==> src/rtl/hazard_flush_ctrl_if.sv <==
// Pipeline-control bundle between the hazard scheduler (slave) and the pipeline/bus side (master).
interface hazard_flush_ctrl_if #(
    parameter int CNT_W = 64
);
    logic             i_req_valid;
    logic             i_data_ok;
    logic             d_req_valid;
    logic             d_data_ok;
    logic             ex_is_load;
    logic [4:0]       ex_rd;
    logic [4:0]       id_rs1;
    logic [4:0]       id_rs2;
    logic             id_use_rs1;
    logic             id_use_rs2;
    logic             ex_jump;
    logic             csr_redirect;
    logic             handshake_stall;
    logic             load_stall;
    logic             jump_flag;
    logic             csr_flush;
    logic [CNT_W-1:0] stall_cycles;
    logic             timeout;

    modport master (
        output i_req_valid, i_data_ok, d_req_valid, d_data_ok,
        output ex_is_load, ex_rd, id_rs1, id_rs2, id_use_rs1, id_use_rs2,
        output ex_jump, csr_redirect,
        input  handshake_stall, load_stall, jump_flag, csr_flush, stall_cycles, timeout
    );

    modport slave (
        input  i_req_valid, i_data_ok, d_req_valid, d_data_ok,
        input  ex_is_load, ex_rd, id_rs1, id_rs2, id_use_rs1, id_use_rs2,
        input  ex_jump, csr_redirect,
        output handshake_stall, load_stall, jump_flag, csr_flush, stall_cycles, timeout
    );
endinterface

==> src/rtl/hazard_flush_ctrl.sv <==
// Fixed-priority pipeline hazard scheduler: bus stall > CSR flush > jump flush > load-use bubble.
// CSR redirects seen during a bus stall are held and released as one flush when the bus frees.
module hazard_flush_ctrl #(
    parameter int CNT_W   = 64,
    parameter int TIMEOUT = 4096
) (
    input  logic               clk,
    input  logic               reset,
    hazard_flush_ctrl_if.slave hz
);
    localparam logic [1:0] ST_RUN   = 2'd0;
    localparam logic [1:0] ST_STALL = 2'd1;
    localparam logic [1:0] ST_PEND  = 2'd2;

    localparam logic [CNT_W-1:0] CNT_MAX = {CNT_W{1'b1}};
    localparam logic [CNT_W-1:0] TO_THR  = CNT_W'(TIMEOUT - 1);

    logic [1:0]       state, state_nxt;
    logic [CNT_W-1:0] stall_cycles;
    logic             timeout;
    logic             hs, csr_pend, raw_hit, csr_fl, jmp_fl;

    always_comb begin
        hs = (hz.i_req_valid & ~hz.i_data_ok) | (hz.d_req_valid & ~hz.d_data_ok);
        raw_hit = hz.ex_is_load & (hz.ex_rd != 5'd0) &
                  ((hz.id_use_rs1 & (hz.id_rs1 == hz.ex_rd)) |
                   (hz.id_use_rs2 & (hz.id_rs2 == hz.ex_rd)));
        csr_pend = (state == ST_PEND);
        csr_fl   = ~hs & (hz.csr_redirect | csr_pend);
        jmp_fl   = ~hs & ~csr_fl & hz.ex_jump;
    end

    // Controls are forced low while reset is held so the pipeline sees a quiet cycle.
    assign hz.handshake_stall = ~reset & hs;
    assign hz.csr_flush       = ~reset & csr_fl;
    assign hz.jump_flag       = ~reset & jmp_fl;
    assign hz.load_stall      = ~reset & ~hs & ~csr_fl & ~jmp_fl & raw_hit;
    assign hz.stall_cycles    = stall_cycles;
    assign hz.timeout         = timeout;

    always_comb begin
        state_nxt = state;
        case (state)
            ST_RUN:   if (hs) state_nxt = hz.csr_redirect ? ST_PEND : ST_STALL;
            ST_STALL: if (!hs) state_nxt = ST_RUN;
                      else if (hz.csr_redirect) state_nxt = ST_PEND;
            ST_PEND:  if (!hs) state_nxt = ST_RUN;
            default:  state_nxt = ST_RUN;
        endcase
    end

    always_ff @(posedge clk or posedge reset) begin
        if (reset) begin
            state        <= ST_RUN;
            stall_cycles <= '0;
            timeout      <= 1'b0;
        end else begin
            state <= state_nxt;
            if (!hs)
                stall_cycles <= '0;
            else if (stall_cycles != CNT_MAX)
                stall_cycles <= stall_cycles + 1'b1;
            // Sticky: only reset clears a bus-hang indication.
            if (hs && stall_cycles >= TO_THR)
                timeout <= 1'b1;
        end
    end
endmodule
==> src/flat_wrapper.sv <==
// flat-port wrapper written by rule: the top's interface ports become plain ports
module hazard_flush_ctrl_flat 
#(
    parameter int CNT_W   = 64,
    parameter int TIMEOUT = 4096
)
  (clk, reset, hz_i_req_valid, hz_i_data_ok, hz_d_req_valid, hz_d_data_ok, hz_ex_is_load, hz_ex_rd, hz_id_rs1, hz_id_rs2, hz_id_use_rs1, hz_id_use_rs2, hz_ex_jump, hz_csr_redirect, hz_handshake_stall, hz_load_stall, hz_jump_flag, hz_csr_flush, hz_stall_cycles, hz_timeout);
  hazard_flush_ctrl_if #(.CNT_W(CNT_W)) hz_i ();
  input  logic clk;
  input  logic reset;
  input wire logic [$bits(hz_i.i_req_valid)-1:0] hz_i_req_valid;
  input wire logic [$bits(hz_i.i_data_ok)-1:0] hz_i_data_ok;
  input wire logic [$bits(hz_i.d_req_valid)-1:0] hz_d_req_valid;
  input wire logic [$bits(hz_i.d_data_ok)-1:0] hz_d_data_ok;
  input wire logic [$bits(hz_i.ex_is_load)-1:0] hz_ex_is_load;
  input wire logic [$bits(hz_i.ex_rd)-1:0] hz_ex_rd;
  input wire logic [$bits(hz_i.id_rs1)-1:0] hz_id_rs1;
  input wire logic [$bits(hz_i.id_rs2)-1:0] hz_id_rs2;
  input wire logic [$bits(hz_i.id_use_rs1)-1:0] hz_id_use_rs1;
  input wire logic [$bits(hz_i.id_use_rs2)-1:0] hz_id_use_rs2;
  input wire logic [$bits(hz_i.ex_jump)-1:0] hz_ex_jump;
  input wire logic [$bits(hz_i.csr_redirect)-1:0] hz_csr_redirect;
  output wire logic [$bits(hz_i.handshake_stall)-1:0] hz_handshake_stall;
  output wire logic [$bits(hz_i.load_stall)-1:0] hz_load_stall;
  output wire logic [$bits(hz_i.jump_flag)-1:0] hz_jump_flag;
  output wire logic [$bits(hz_i.csr_flush)-1:0] hz_csr_flush;
  output wire logic [$bits(hz_i.stall_cycles)-1:0] hz_stall_cycles;
  output wire logic [$bits(hz_i.timeout)-1:0] hz_timeout;
  assign hz_i.i_req_valid = hz_i_req_valid;
  assign hz_i.i_data_ok = hz_i_data_ok;
  assign hz_i.d_req_valid = hz_d_req_valid;
  assign hz_i.d_data_ok = hz_d_data_ok;
  assign hz_i.ex_is_load = hz_ex_is_load;
  assign hz_i.ex_rd = hz_ex_rd;
  assign hz_i.id_rs1 = hz_id_rs1;
  assign hz_i.id_rs2 = hz_id_rs2;
  assign hz_i.id_use_rs1 = hz_id_use_rs1;
  assign hz_i.id_use_rs2 = hz_id_use_rs2;
  assign hz_i.ex_jump = hz_ex_jump;
  assign hz_i.csr_redirect = hz_csr_redirect;
  assign hz_handshake_stall = hz_i.handshake_stall;
  assign hz_load_stall = hz_i.load_stall;
  assign hz_jump_flag = hz_i.jump_flag;
  assign hz_csr_flush = hz_i.csr_flush;
  assign hz_stall_cycles = hz_i.stall_cycles;
  assign hz_timeout = hz_i.timeout;
  hazard_flush_ctrl #(.CNT_W(CNT_W), .TIMEOUT(TIMEOUT)) u_core (.clk(clk), .reset(reset), .hz(hz_i));
endmodule
==> config.mk <==
export PLATFORM = sky130hd
export DESIGN_NAME = hazard_flush_ctrl_flat
export DESIGN_NICKNAME = d
export VERILOG_FILES = /design/src/rtl/hazard_flush_ctrl_if.sv /design/src/rtl/hazard_flush_ctrl.sv /design/src/flat_wrapper.sv
export SDC_FILE = /design/constraint.sdc
export NUM_CORES = 1
export LEC_CHECK = 0
export CORE_ASPECT_RATIO = 1.1
export CORE_UTILIZATION = 46
export CTS_CLUSTER_DIAMETER = 150
export DETAILED_ROUTE_END_ITERATION = 10
export GPL_ROUTABILITY_DRIVEN = 1
export MAX_ROUTING_LAYER = met4
export PLACE_DENSITY = 0.82
export SYNTH_ARGS = -nofsm -noshare
export SYNTH_HDL_FRONTEND = slang
export SYNTH_SLANG_ARGS = --single-unit
==> constraint.sdc <==
create_clock -name clk -period 3.3 [get_ports clk]
set_clock_uncertainty 0.1 [all_clocks]
set_input_delay 0.66 -clock clk [delete_from_list [all_inputs] [get_ports clk]]
set_output_delay 0.66 -clock clk [all_outputs]
set_load 0.02 [all_outputs]
* After elaboration in Yosys (flattened, before gate mapping)
Cells that the tools add are included.
** Cells by class
- Add/sub/neg operators :: 1
- $lt $le $gt $ge :: 1
- Eq/ne operators :: 9
- Mux-type cells :: 8
- Bitwise gates (word level) :: 25
- Reduce and logical (&&, ||, !) cells :: 4
** Operator list (count)
- two-way mux 64 bit :: 2
- adder 64 x 1 -> 64 bit, second input constant :: 1
- >= comparator 64 x 12 -> 1 bit, second input constant :: 1
- inequality test 64 bit, second input constant :: 1
- AND 1 bit :: 16
- == test 5 bit :: 2
- two-way mux 2 bit :: 5
- inverter 1 bit :: 6
- one-hot mux 2 bit (3 select lines) :: 1
- nonzero test 5 bit :: 1
- inequality test 2 bit, second input constant :: 2
- inequality test 3 bit, second input constant :: 1
- OR 1 bit :: 3
- AND reduction 3 bit :: 1
- == test 2 x 1 -> 1 bit, second input constant :: 1
- == test 2 bit, second input constant :: 1
- zero test 2 bit :: 1
- inequality test 2 x 1 -> 1 bit, second input constant :: 1
- logical AND 1 bit :: 1
** Word-level totals
- Register bits :: 67
- Input port bits :: 26
- Output and inout port bits :: 69
- Word-level logic and storage cells :: 51

* Depth between registers and ports, before layout
Gate-level depths: netlist of run 1.
- Depth after elaboration :: 11
- Gate-level depth with buffers :: 9
- Mapped depth without buffers :: 7

* Worst setup path after synthesis of run 1
Ideal clock, no wire load.
- Kind :: input-to-output
- Start point :: in reset
- End point :: out hz_load_stall
- Arrival time :: 2899 ps
- Setup slack :: -359 ps
- Stages :: 3
- Path buffers :: 0
- Path through :: inv_1 > nand3_1 > a211oi_1
** On the way
- Cells in the longest elaborated chain, start to end :: 5
** Ends and longest elaborated chain
- start, declared :: line flat_wrapper.sv:10 : input logic reset;
- inverter 1 bit :: line hazard_flush_ctrl.sv:37 : assign hz.load_stall = ~reset & ~hs & ~csr_fl & ~jmp_fl & raw_hit;
- AND 1 bit (4 in series) :: line hazard_flush_ctrl.sv:37
- end, declared :: line flat_wrapper.sv:24 : output wire logic [$bits(hz_i.load_stall)-1:0] hz_load_stall;
Every way passes these cells.

* Worst setup path after layout of run 1
- Start point :: in hz_ex_rd[3]
- End point :: out hz_load_stall
** On the way
- Cells in the longest elaborated chain, start to end :: 5
- Elaborated cells on any way between the ends :: 9
- Those cells by class :: 2 x eq/ne; 6 x bitwise; 1 x reduce/logical
** Ends and longest elaborated chain
- start, declared :: line flat_wrapper.sv:16 : input wire logic [$bits(hz_i.ex_rd)-1:0] hz_ex_rd;
- == test 5 bit, on equally long branches :: line hazard_flush_ctrl.sv:26, hazard_flush_ctrl.sv:27
- AND 1 bit, on equally long branches :: line hazard_flush_ctrl.sv:26, hazard_flush_ctrl.sv:27
- OR 1 bit :: line hazard_flush_ctrl.sv:26 : ((hz.id_use_rs1 & (hz.id_rs1 == hz.ex_rd)) |
- AND 1 bit (*) :: line hazard_flush_ctrl.sv:25 : raw_hit = hz.ex_is_load & (hz.ex_rd != 5'd0) &
- AND 1 bit (*) :: line hazard_flush_ctrl.sv:37
Mark *: on every way between the ends. The rest lies on a longest branch, timed or not.

==> results of run 1 <==
==> logic make-up after synthesis <==
family	after synthesis	synth area share
AOI/OAI and AO/OA	86	0.1334
xor gates and xnor gates	42	0.08994
DFF	67	0.4099
and+or+nand+nor	234	0.3276
buffers and inverters	34	0.03609
adders and majority gates	1	0.003059
==> per-layer routing <==
| layer | global-route usage | wire length (um) |
|---|---|---|
| met1 | 0.3472 | 4882 |
| met2 | 0.4495 | 5879 |
| met3 | 0.06184 | 969 |
| met4 | 0.1322 | 381 |
| met5 | - | 0 |
==> power by group through the flow <==
| stage | clock, W | combinational [W] | sequential, W |
|---|---|---|---|
| 6_report | 0.000710 | 0.000129 | 0.000833 |
| 2_1_floorplan | 0 | 0.0000568 | 0.000853 |
| 4_1_cts | 0.000715 | 0.000131 | 0.000833 |
| 3_5_place_dp | 0 | 0.000131 | 0.000849 |
| 5_1_grt | 0.000751 | 0.000142 | 0.000834 |
| 3_3_place_gp | 0 | 0.000127 | 0.000849 |
==> how the worst max path moves through the flow <==
stage	start	to	slack [ps]
finish	hz_ex_rd[3]	hz_load_stall	200
global route	hz_ex_rd[2]	hz_load_stall	50
CTS	hz_ex_rd[3]	hz_load_stall	200
detailed placement	hz_ex_rd[3]	hz_load_stall	-100
global placement	hz_ex_rd[2]	hz_load_stall	-60
floorplan	reset	hz_load_stall	410
==> layout make-up <==
class | instances | area [um^2]
Clock inverter | 4 | 50.05
Multi-Input combinational cell | 363 | 2267
Tap cell | 111 | 138.9
Inverter | 9 | 37.54
Sequential cell | 67 | 1677
Timing Repair Buffer | 110 | 1060
Fill cell | 733 | 3114
Clock buffer | 11 | 151.4
==> stage by stage <==
step           std cells  setup WS (ps)  hold slack [ps]  setup TNS (ps)  instance area (um^2)
2_1_floorplan        464          406.5            308.9               0                  4094
6_report             675          198.0            336.0               0                  5381
3_5_place_dp         660         -100.9            331.1          -100.9                  5181
5_1_grt              675          47.91            346.5               0                  5381
4_1_cts              675          199.8            336.2               0                  5381
3_3_place_gp         660         -57.41            321.8          -57.41                  5181
==> worst reg2reg max path: cells and delay by family, from the launching register on <==
| family | cells | cell delay, ps |
|---|---|---|
| and+or+nand+nor | 4 | 1410 |
| AOI/OAI and AO/OA | 1 | 540 |
| DFF | 1 | 520 |
| xor gates and xnor gates | 1 | 170 |
==> registers in the layout, indices dropped and copies added, names as in the netlist <==
name	cells
u_core.hz.timeout	1
u_core.state	2
u_core.hz.stall_cycles	64
==> synthesized netlist by cell type (all sizes together) <==
cell	instances	area share
a2111oi	1	0.0021
xor2	22	0.047
o311ai	1	0.0064
xnor2	20	0.043
nand4	33	0.052
nand2	29	0.027
a21o	2	0.0037
nand2b	2	0.0031
o21bai	1	0.0018
and2	7	0.011
a21oi	32	0.039
o21ai	18	0.022
dfrtp	67	0.41
or3b	1	0.0021
o2111ai	1	0.0021
a211o	1	0.0021
nand3	30	0.037
nor2	44	0.040
buf	6	0.010
or3	18	0.028
o41ai	1	0.0021
clkbuf	19	0.018
and3	7	0.011
and4	10	0.021
nor4	24	0.046
a211oi	9	0.017
a311oi	1	0.0021
nor4b	1	0.0037
o211ai	5	0.0092
a2111o	1	0.0028
or2	1	0.0015
a31oi	3	0.0046
nor3	13	0.016
inv	9	0.0083
ha	1	0.0031
or4	14	0.028
o31ai	9	0.017
==> results.txt, run 1 <==
Syn Nets -> 491
Std-Cell Core Area -> 8496 um^2
Critical Path Source Type -> input port
Avg Vias per Cell -> 6.204
Worst slew margin -> 0.4471
WP depth -> 6
RSZ-0062 raised after global routing -> false
Leak Pwr -> 1.949 nW
Htree depth -> 3
Seq/Total Area, Yosys -> 0.4099
Worst-Margin Slew -> 829.4 ps
Layout cells sized above 1 -> 0.08688
Pwr Total -> 0.001672 W
Row count -> 35
Postcts setup bufs -> 0
CP delay by family, top -> buffers and inverters
Cell Int Power -> 0.001268 W
Drt wl/cell -> 17.95 um
Critical path, cell by cell -> clkdlybuf4s50_1 > xor2_1 > nor4_1 > nand3_1 > a211oi_1 > dlygate4sd2_1
Critical path data arrival time -> 2340 ps
Largest buffer count on any clock path -> 2
Number of distinct library cells after synthesis -> 47
Crit path max fanout -> 3
DP Wirelength -> 8821 um
Reg-to-reg slack, setup -> 420 ps
# resized after CTS -> 1
Total CTS buffers -> 9
ANT cells -> 0
Drc violations -> 0
Syn. warnings -> 0
Final period util -> 0.9400
Die boundary height -> 100.9 um
CP peak stage delay -> 470 ps
CP Capture Type -> primary output
Total wire length -> 12110 um
Fmax -> 322.4 MHz
Post-route ant nets -> 0
Crit path buf inv count -> 2
Yosys reg bits -> 67
Initial antenna violation count -> 0
Largest net degree at the start of global routing -> 68
GRT Util Overall -> 0.2837
Max-cap violation count -> 0
First-pass DRT Iterations -> 5
GPL Wtd Cong -> 1.021
Hold depth -> 1
Max Slew Vio Count -> 0
Congestion Overflow GR -> 0
Slowest cell on the critical path -> clkdlybuf4s50_1
Clock Pin Slew Worst Setup and Hold Paths -> 70 ps
Switching portion of total power -> 0.2420
Number of DRC markers in iteration 0 -> 385
Final cell utilization of the core -> 0.6334
Worst skew pair latency -> 360 ps
Mapped Cells -> 464
I/O pin total -> 95
Cell Area, Synth -> 4090 um^2
Layout area overhead -> 31.57%
Initial Utilization -> 0.4814
DIE WIDTH -> 91.91 um
Most common cell after layout, fill and taps aside -> clkdlybuf4s50_1
PortBufs -> 94
Layout Nets -> 587
Worst R2R Path Depth -> 6
Power Density -> 310.8 nW/um^2
Root Buffer -> clkbuf_8
Gate power share -> 0.077
Critical path required time -> 2540 ps
Via count -> 4188
First-pass GRT wire length -> 19660 um
Hold/Removal Path Class -> reg -> reg
Commonest non-fill, non-tap cells in the layout -> clkdlybuf4s50_1 (93), dfrtp_1 (67), nor2_1 (44)
Critical path class -> in -> out
Hold endpoint -> u_core.state[0]
CTS tree -> yes
Status -> finished, final reports clean
Hold Startpoint -> u_core.state[1]
Critical R2R Capture -> u_core.hz.stall_cycles[45]
Cts hold-fix bufs -> 0
Vias in the first global route -> 3926
Hold Vio Cnt, Final -> 0
Avg Synthesized Cell Area -> 8.815 um^2
Seq pwr share -> 0.498
Worst r2r src -> u_core.hz.stall_cycles[20]
Psw -> 0.0004048 W
Clock share of power -> 0.425
Tmin final -> 3102 ps
CTS Sinks -> 67
Final setup fails -> 0
Die area -> 9273 um^2
Peak supply drop -> 0.2132 mV
(Power assumes the default switching activity.)
==> inputs of run 2 (changes only) <==
Settings changed: TNS_END_PERCENT set to 10.
==> results of run 2 <==
Same layout as run 1: the final DEF is identical, and so are final timing and power.
